[config.mk]
export PLATFORM = sky130hd
export DESIGN_NAME = macu_drain
export DESIGN_NICKNAME = d
export VERILOG_FILES = /design/src/rtl/macu_pkg.sv /design/src/rtl/drain_fifo.sv /design/src/rtl/macu_drain.sv
export SDC_FILE = /design/constraint.sdc
export NUM_CORES = 1
export LEC_CHECK = 0
export ABC_AREA = 0
export BUFFER_PORTS_ARGS = -buffer_cell sky130_fd_sc_hd__buf_2
export CAP_MARGIN = 5
export CORE_ASPECT_RATIO = 1.2
export CORE_MARGIN = 5
export CORE_UTILIZATION = 58
export DETAILED_ROUTE_END_ITERATION = 7
export PLACE_DENSITY = 0.82
export SYNTH_ARGS = -nofsm -noshare
export SYNTH_HDL_FRONTEND = slang
export SYNTH_HIERARCHICAL = 1
export SYNTH_SLANG_ARGS = --single-unit
[constraint.sdc]
create_clock -name clk -period 5.6 [get_ports clk]
set_clock_uncertainty 0.1 [all_clocks]
set_input_delay 0.84 -clock clk [delete_from_list [all_inputs] [get_ports clk]]
set_output_delay 0.84 -clock clk [all_outputs]
set_load 0.02 [all_outputs]
[src/rtl/macu_pkg.sv]
// macu_pkg: shared types, default widths and the requantizer for the MAC result drain.
package macu_pkg;
  localparam int DW_DEF = 8;
  localparam int OW_DEF = 19;
  localparam int AW_DEF = 27;
  typedef enum logic [1:0] {IDLE, ACC, FLUSH} drain_state_t;
  // Returns {clipped, data}; rounding is half-up and done one bit wider than the accumulator.
  function automatic logic [DW_DEF:0] requant(input logic signed [AW_DEF-1:0] sum, input logic [4:0] shift);
    logic signed [AW_DEF:0] s, t, max_v, min_v;
    s = sum;
    max_v = (AW_DEF+1)'(2 ** (DW_DEF - 1) - 1);
    min_v = -(AW_DEF+1)'(2 ** (DW_DEF - 1));
    t = (shift == 5'd0) ? s : (s + ((AW_DEF+1)'(1) <<< (shift - 5'd1))) >>> shift;
    return (t > max_v) ? {1'b1, max_v[DW_DEF-1:0]} :
           (t < min_v) ? {1'b1, min_v[DW_DEF-1:0]} : {1'b0, t[DW_DEF-1:0]};
  endfunction
endpackage

[src/rtl/drain_fifo.sv]
// drain_fifo: synchronous FIFO with a registered head and wrap-bit pointers.
module drain_fifo #(
  parameter int DW = 8,
  parameter int FD = 4
) (
  input  logic          clk,
  input  logic          rst,
  input  logic          wr_en,
  input  logic [DW-1:0] wr_data,
  input  logic          rd_en,
  output logic [DW-1:0] rd_data,
  output logic          full,
  output logic          empty
);
  localparam int AB = $clog2(FD);
  logic [AB:0] wp_q, wp_d, rp_q, rp_d;
  logic [DW-1:0] mem_q [FD];
  logic [DW-1:0] mem_d [FD];
  logic [DW-1:0] rd_data_q, rd_data_d;
  logic wr, rd;
  assign empty = (wp_q == rp_q);
  assign full = (wp_q[AB] != rp_q[AB]) && (wp_q[AB-1:0] == rp_q[AB-1:0]);
  assign rd = rd_en & ~empty;
  assign wr = wr_en & (~full | rd);
  assign rd_data = rd_data_q;
  // The head register looks ahead through this cycle's write and pop.
  always_comb begin
    mem_d = mem_q;
    if (wr) mem_d[wp_q[AB-1:0]] = wr_data;
    wp_d = wp_q + (AB+1)'(wr);
    rp_d = rp_q + (AB+1)'(rd);
    rd_data_d = mem_d[rp_d[AB-1:0]];
  end
  always_ff @(posedge clk or posedge rst) begin
    if (rst) begin
      wp_q <= '0;
      rp_q <= '0;
      rd_data_q <= '0;
      mem_q <= '{default: '0};
    end else begin
      wp_q <= wp_d;
      rp_q <= rp_d;
      rd_data_q <= rd_data_d;
      mem_q <= mem_d;
    end
  end
endmodule

[src/rtl/macu_drain.sv]
// macu_drain: accumulates partial sums per output, requantizes to 8 bits and buffers results.
module macu_drain
  import macu_pkg::*;
#(
  parameter int DW = DW_DEF,
  parameter int OW = OW_DEF,
  parameter int AW = AW_DEF,
  parameter int FD = 4
) (
  input  logic          clk,
  input  logic          rst,
  input  logic          start,
  input  logic [7:0]    cfg_tiles,
  input  logic [7:0]    cfg_groups,
  input  logic [4:0]    cfg_shift,
  input  logic          psum_valid,
  input  logic [OW-1:0] psum,
  output logic          out_valid,
  input  logic          out_ready,
  output logic [DW-1:0] out_data,
  output logic          busy,
  output logic          ovf,
  output logic          sat
);
  drain_state_t state_q, state_d;
  logic [7:0] tiles_q, tiles_d, groups_q, groups_d, tcnt_q, tcnt_d, gcnt_q, gcnt_d;
  logic [7:0] tiles_eff, groups_eff;
  logic [4:0] shift_q, shift_d;
  logic signed [AW-1:0] acc_q, acc_d, sum;
  logic [DW-1:0] rq_q, rq_d;
  logic [DW:0] rq_res;
  logic rq_v_q, rq_v_d, ovf_q, ovf_d, sat_q, sat_d, full, empty;
  assign tiles_eff = (tiles_q == 8'd0) ? 8'd1 : tiles_q;
  assign groups_eff = (groups_q == 8'd0) ? 8'd1 : groups_q;
  assign sum = acc_q + {{(AW-OW){psum[OW-1]}}, psum};
  assign rq_res = requant(sum, shift_q);
  always_comb begin
    state_d = state_q;
    tiles_d = tiles_q;
    groups_d = groups_q;
    shift_d = shift_q;
    acc_d = acc_q;
    tcnt_d = tcnt_q;
    gcnt_d = gcnt_q;
    rq_d = rq_q;
    rq_v_d = 1'b0;
    sat_d = sat_q;
    ovf_d = ovf_q | (rq_v_q & full & ~out_ready);
    case (state_q)
      IDLE: if (start) begin
        state_d = ACC;
        tiles_d = cfg_tiles;
        groups_d = cfg_groups;
        shift_d = cfg_shift;
        acc_d = '0;
        tcnt_d = '0;
        gcnt_d = '0;
        ovf_d = 1'b0;
        sat_d = 1'b0;
      end
      ACC: if (psum_valid) begin
        if (tcnt_q + 8'd1 == tiles_eff) begin
          rq_d = rq_res[DW-1:0];
          rq_v_d = 1'b1;
          sat_d = sat_q | rq_res[DW];
          acc_d = '0;
          tcnt_d = '0;
          gcnt_d = gcnt_q + 8'd1;
          state_d = (gcnt_q + 8'd1 == groups_eff) ? FLUSH : ACC;
        end else begin
          acc_d = sum;
          tcnt_d = tcnt_q + 8'd1;
        end
      end
      default: state_d = IDLE;
    endcase
  end
  always_ff @(posedge clk or posedge rst) begin
    if (rst) begin
      state_q <= IDLE;
      tiles_q <= '0;
      groups_q <= '0;
      shift_q <= '0;
      acc_q <= '0;
      tcnt_q <= '0;
      gcnt_q <= '0;
      rq_q <= '0;
      rq_v_q <= 1'b0;
      ovf_q <= 1'b0;
      sat_q <= 1'b0;
    end else begin
      state_q <= state_d;
      tiles_q <= tiles_d;
      groups_q <= groups_d;
      shift_q <= shift_d;
      acc_q <= acc_d;
      tcnt_q <= tcnt_d;
      gcnt_q <= gcnt_d;
      rq_q <= rq_d;
      rq_v_q <= rq_v_d;
      ovf_q <= ovf_d;
      sat_q <= sat_d;
    end
  end
  drain_fifo #(.DW(DW), .FD(FD)) u_fifo (
    .clk(clk),
    .rst(rst),
    .wr_en(rq_v_q),
    .wr_data(rq_q),
    .rd_en(out_ready),
    .rd_data(out_data),
    .full(full),
    .empty(empty)
  );
  assign out_valid = ~empty;
  assign busy = (state_q != IDLE) | ~empty;
  assign ovf = ovf_q;
  assign sat = sat_q;
endmodule
==> results.json, run 1 <==
{
  "clockRootBuffer": "clkbuf_16",
  "grt_antenna_before_repair": 0,
  "crit_buf_inv": 9,
  "clk_pin_slew_ns": 0.06,
  "powerDensity_nw_per_um2": 728,
  "design.die.area_um2": 23500,
  "ys_async_sr_fraction_pct": 100,
  "power.switching_mw": 5.89,
  "utilization_pct": 82.2,
  "first_global_vias": 14900,
  "insertion_delay_ns": 0.43,
  "slowest_delay_ns": 0.42,
  "synth.area.top_cells": "dfrtp_1 (26%), ha_1 (6.2%), mux2_2 (5.6%)",
  "clkPwrFrac_pct": 9.8,
  "drt_iter0_markers": 2295,
  "synth_edf_count": 0,
  "crit_path_max_fanout": 9,
  "yosys.area.top_type": "dfrtp_1",
  "n_antenna_cell": 0,
  "grt_max_degree": 48,
  "power_frac_comb_pct": 79.1,
  "hp-class": "input port to asynchronous set/reset pin",
  "viasPerCell": 7.05,
  "drc": 0,
  "fp-row-count": 57,
  "crit_required_ns": 5.80,
  "crit_family": "compound AO/OA/AOI/OAI gates",
  "seqPwrFrac_pct": 11.2,
  "relSlewSlack_pct": 5.84,
  "register_area_um2": 3080,
  "hold_viol": 0,
  "yosysWarnings": 6,
  "avgSynthCellArea_um2": 8.12,
  "initial_core_util_pct": 58.8,
  "drive_gt1_share_pct": 37.2,
  "failed_checks": "negative setup slack",
  "syn_nets": 1573,
  "hold_buffers": 0,
  "ys_dominant_reg_cell": "dfrtp_1",
  "gp_congestion": 1.11,
  "die_y_um": 167,
  "cts.path.max_buffers": 2,
  "cts_buffers": 17,
  "ir_drop_v": 0.000640,
  "p_int_mw": 6.24,
  "critPathArrivalTime_ns": 6.69,
  "grt_pass1_wl_mm": 79.6,
  "port_buffers": 56,
  "overflow": 0,
  "use_met3_pct": 7.60,
  "finalWirelength_mm": 52.2,
  "endpoint_kind": "flip-flop",
  "avgRoutedWirePerCell_um": 24.3,
  "synth_area_um2": 11900,
  "drv_cap": 0,
  "finalMaxSlewViolations": 0,
  "min_period_over_period_pct": 116,
  "crit_slowest_cell": "a211o_1",
  "cp-start-kind": "input port",
  "fmaxAchievable_ghz": 0.154,
  "tightest_slew_ns": 1.40,
  "yosysSeqAreaShare_pct": 25.8,
  "antenna_left": 0,
  "vias": 15100,
  "fin_nets": 1975,
  "nFillCells": 1194,
  "dr.pass1.iters": 7,
  "ios": 57,
  "grt_util_met1_pct": 49.4,
  "synth.distinct_cells": 104,
  "cts_tree": "yes",
  "synth_cells": 1467,
  "setup_viol": 8,
  "setup_slack_ns": -0.890,
  "synth_top_area_share_pct": 25.8,
  "setup-tns-final_ns": -6.98,
  "multi_input_area_um2": 9100,
  "area_delta_synth_final_pct": 39.8,
  "top_usage_layer": "met2",
  "rsz0062_at_grt": "true",
  "p_sw_share_pct": 48.6,
  "power_leakage_nw": 7.53,
  "mostFrequentLayoutCells": "buf_4 (394), nand2_1 (154), nor2_1 (125)",
  "clock-sinks": 123,
  "htree_num_levels": 4,
  "layout_min_cycle_time_ns": 6.49,
  "core_region_area_um2": 20300,
  "final_common_cell": "buf_4",
  "status": "finished, violations left",
  "cpMostUsedCell": "buf_4",
  "dp_hpwl_mm": 36.6,
  "grt_usage_pct": 42.3,
  "ys_seq_elements": 123,
  "die_w_um": 141,
  "critPathKind": "input port to flip-flop",
  "grtUsageMet2_pct": 69.9
}
## power groups by stage
stage          Sequential [mW]  Clock, mW  Combinational, mW
6_report                  1.35       1.18               9.59
2_1_floorplan             1.29          0               4.35
3_3_place_gp              1.32          0               8.03
3_5_place_dp              1.34          0               8.24
4_1_cts                   1.34       1.17               8.79
5_1_grt                   1.37       1.22               10.0
## Yosys cell counts (21+ instances only)
library cell  number
a211oi_1          25
a21o_1            28
a21oi_1           84
clkbuf_1          48
dfrtp_1          123
ha_1              59
inv_1             30
mux2_2            59
nand2_1          156
nand3_1           33
nand4_1           37
nor2_1           135
nor3_1            44
nor4_1            23
o211ai_1          21
o21ai_0           95
o22ai_1           35
xnor2_1           46
xor2_1            28
## sequential cells by signal, summed over array words and instances, names as in the netlist, 8 cells and up
signal	count
u_fifo/mem_q	32
tiles_q	8
u_fifo/rd_data	8
gcnt_q	8
acc_q	27
tcnt_q	8
groups_q	8
rq_q	8
## worst paths after layout
kind / from / to / slack [ns] / cells after the start
hold / removal: rst / ovf$_DFF_PP0_ / 0.38 / 2
setup / recovery: psum[2] / rq_q[0]$_DFFE_PP0P_ / -0.89 / 29
max in group asynchronous: rst / acc_q[20]$_DFFE_PP0P_ / 3.95 / 3
min in group clk: u_fifo/wp_q[2]$_DFF_PP0_ / u_fifo/wp_q[2]$_DFF_PP0_ / 0.39 / 1
setup reg to reg: acc_q[1]$_DFFE_PP0P_ / rq_q[0]$_DFFE_PP0P_ / -0.87 / 29
hold reg to reg: u_fifo/wp_q[2]$_DFF_PP0_ / u_fifo/wp_q[2]$_DFF_PP0_ / 0.39 / 1
## worst register-to-register path, delay by kind of cell (launching register included)
kind / cells / cell delay [ns]
buf+inv: 8 / 1.28
compound gates: 11 / 2.39
flops: 1 / 0.40
mux: 2 / 0.51
simple gates: 6 / 1.09
fa+ha+maj: 2 / 0.57
## cells by family after synthesis
logic type / Yosys count / synth area share (%)
DFF: 123 / 25.8
AOI/OAI and AO/OA: 484 / 28.4
adders and majority gates: 61 / 6.54
muxes: 81 / 7.96
and+or+nand+nor: 532 / 21.9
buffers and inverters: 112 / 3.91
xor gates and xnor gates: 74 / 5.44
## routing by layer
layer	part of all wire, %	vias to the layer above	wire, um
li1	-	6388	-
met1	35	7085	18000
met2	46	1258	24000
met3	10	411	5460
met4	9.0	0	4690
met5	0	-	0
## metrics by stage
step / total power [mW] / setup slack [ns] / hold WS, ns / area, um2 / instances
2_1_floorplan: 5.64 / -0.535 / 0.343 / 12000 / 1467
3_3_place_gp: 9.35 / -1.62 / 0.358 / 15100 / 2080
3_5_place_dp: 9.57 / -1.65 / 0.371 / 15100 / 2080
4_1_cts: 11.3 / -0.720 / 0.383 / 16300 / 2131
5_1_grt: 12.6 / -1.13 / 0.412 / 16600 / 2147
6_report: 12.1 / -0.890 / 0.375 / 16600 / 2147
## what timing repair did
action	CTS	global route
hold endpoints to repair	0	0
pin swaps	30	24
endpoints found under the setup margin	8	8
setup buffers	19	17
gates resized for setup	75	56
## final cells by class
cell class	instances	area share, %
multi-input combinational	1232	54.6
inverter	33	0.767
sequential	123	18.5
tap	265	1.99
timing repair buffer	462	20.4
clock buffer	18	2.58
clock inverter	14	1.12
Note: power is estimated with default switching activity, not from simulation.
==> run 2, diff against run 1 <==
TNS_END_PERCENT = 5   (was not set)
clock period = 5.7 ns   (was 5.6 ns; I/O delays follow)
==> run 2 against run 1 <==
Against the previous run:
- the flow finishes with violations (design-rule violations, negative setup slack)
- power fell by 2.1%
- flip-flop and latch count did not move
- register-to-register slack improved by 0.12 ns
- utilization fell by 0.40 points
- first-iteration DRC count fell by 6.1%
- setup slack improved by 0.063 ns
- clock-buffer cell count rose by 1
- non-clock buffer count fell by 8
- die area did not move
- final area fell by 0.49%
- sequential power barely moved
- via count fell by 0.15%
==> results.json, run 2 (same netlist as run 1, synthesis figures left out) <==
{
  "status": "finished, violations left",
  "failed_checks": "design-rule violations, negative setup slack",
  "avgRoutedWirePerCell_um": 24.5,
  "die_y_um": 167,
  "grt_max_degree": 78,
  "slowest_delay_ns": 0.41,
  "finalWirelength_mm": 52.4,
  "critPathKind": "input port to flip-flop",
  "dp.cells": 2083,
  "critPathArrivalTime_ns": 6.77,
  "ios": 57,
  "rsz0062_at_grt": "true",
  "n_antenna_cell": 0,
  "hold_end": "u_fifo/rp_q[2]$_DFF_PP0_",
  "layout_min_cycle_time_ns": 6.53,
  "crit_required_ns": 5.94,
  "finalMaxSlewViolations": 0,
  "drive_gt1_share_pct": 36.9,
  "relSlewSlack_pct": 27.5,
  "tightest_slew_ns": 1.08,
  "largest_reg_flops": 32,
  "initial_core_util_pct": 58.8,
  "cpMostUsedCell": "buf_4",
  "cp-start-kind": "input port",
  "hold_start": "u_fifo/rp_q[2]$_DFF_PP0_",
  "final_cells": 2139,
  "viasPerCell": 7.07,
  "regMostFlops": "u_fifo/mem_q",
  "power_leakage_nw": 7.49,
  "cts.path.max_buffers": 2,
  "reg2regPathDepth": 30,
  "hold_buffers": 0,
  "hp-class": "flip-flop to flip-flop",
  "fin_nets": 1967,
  "area_delta_synth_final_pct": 39.1,
  "endpoint_kind": "flip-flop",
  "hold_depth": 1,
  "final_common_cell": "buf_4",
  "vias": 15100,
  "drt_iter0_markers": 2154,
  "ir_drop_v": 0.000540,
  "drv_cap": 0,
  "overflow": 0,
  "powerDensity_nw_per_um2": 716,
  "cts_buffers": 17,
  "hold-worst-slack_ns": 0.389,
  "clockRootBuffer": "clkbuf_16",
  "setup_slack_ns": -0.827,
  "design.die.area_um2": 23500,
  "mostFrequentLayoutCells": "buf_4 (392), nand2_1 (155), nor2_1 (126)",
  "crit_path_max_fanout": 6,
  "core_region_area_um2": 20300,
  "first_global_vias": 14900,
  "antenna_left": 0,
  "grt_usage_pct": 41.9,
  "r2r_start": "acc_q[0]$_DFFE_PP0P_",
  "clk_pin_slew_ns": 0.07,
  "cts_tree": "yes",
  "setup_viol": 8,
  "min_period_over_period_pct": 115,
  "r2r_slack_ns": -0.75,
  "grt_antenna_before_repair": 0,
  "crit_slowest_cell": "ha_2",
  "utilization_pct": 81.8,
  "gp_congestion": 1.15,
  "insertion_delay_ns": 0.44,
  "fp-row-count": 57,
  "dp_hpwl_mm": 36.6,
  "top_regs": "u_fifo/mem_q (32), acc_q (27)",
  "hold_viol": 0,
  "drc": 15,
  "die_w_um": 141,
  "place_ws_ns": -1.51,
  "grt_pass1_wl_mm": 78.6,
  "fmaxAchievable_ghz": 0.153,
  "worstReg2RegEnd": "rq_q[6]$_DFFE_PP0P_",
  "htree_num_levels": 4,
  "port_buffers": 56,
  "clock-sinks": 123,
  "dr.pass1.iters": 8
}
==> run 2: changes by cell type in the layout (fill, tap and decap cells not counted), moves of 4 or more <==
cell,previous run,this run
o21ai_1,12,18
buf_6,10,6
a21oi_2,13,9
nor3_2,8,4
a21oi_1,70,75
nor3_1,37,41
==> run 2: worst max path at each step <==
stage	startpoint	to	slack [ns]	cells after the start
2_1_floorplan	psum[0]	rq_q[3]$_DFFE_PP0P_	-0.45	24
3_3_place_gp	psum[0]	rq_q[0]$_DFFE_PP0P_	-1.30	25
3_5_place_dp	psum[0]	rq_q[4]$_DFFE_PP0P_	-1.51	25
4_1_cts	psum[0]	rq_q[6]$_DFFE_PP0P_	-0.94	27
5_1_grt	psum[4]	rq_q[0]$_DFFE_PP0P_	-0.95	25
6_report	psum[0]	rq_q[6]$_DFFE_PP0P_	-0.83	31
==> run 2: critical path, delay by kind of cell <==
kind | cells | cell delay [ns]
AOI/OAI and AO/OA | 11 | 2.54
buffers and inverters | 9 | 1.41
adders and majority gates | 3 | 0.91
and+or+nand+nor | 7 | 0.95
xor gates and xnor gates | 1 | 0.09
==> run 2: what timing repair did <==
action / 4_1_cts / 5_1_grt
pin swaps: 27 / 58
setup endpoints to repair: 8 / 8
resized for setup: 25 / 106
endpoints found under the hold margin: 0 / 0
setup buffers: 11 / 15
==> run 2: per-stage QoR <==
step | cell area [um2] | TNS (ns) | total power [mW]
3_3_place_gp | 15100 | -10.22 | 9.18
3_5_place_dp | 15100 | -12.04 | 9.41
6_report | 16600 | -6.23 | 11.9
5_1_grt | 16600 | -7.38 | 12.4
2_1_floorplan | 12000 | -3.42 | 5.54
4_1_cts | 15900 | -7.15 | 10.8
==> run 2: final cells by class <==
class	instances	area (um2)
Sequential cell	123	3080
Clock buffer	19	443
Fill cell	1169	3690
Multi-Input combinational cell	1232	9130
Clock inverter	13	159
Inverter	33	128
Timing Repair Buffer	454	3300
Tap cell	265	332
==> run 2: layer usage <==
| metal | track usage (%) | up-vias | wire length, um | part of all wire (%) |
|---|---|---|---|---|
| li1 | - | 6366 | - | - |
| met1 | 48.2 | 7027 | 18100 | 35 |
| met2 | 68.4 | 1302 | 23900 | 46 |
| met3 | 9.92 | 424 | 5920 | 11 |
| met4 | 29.2 | 0 | 4490 | 8.6 |
| met5 | 0 | - | 0 | 0 |
==> run 2: where the power goes <==
part	switching [mW]	internal [mW]	leakage (nW)
clock	0.474	0.668	0.289
combinational	5.09	4.31	5.60
sequential	0.235	1.10	1.60
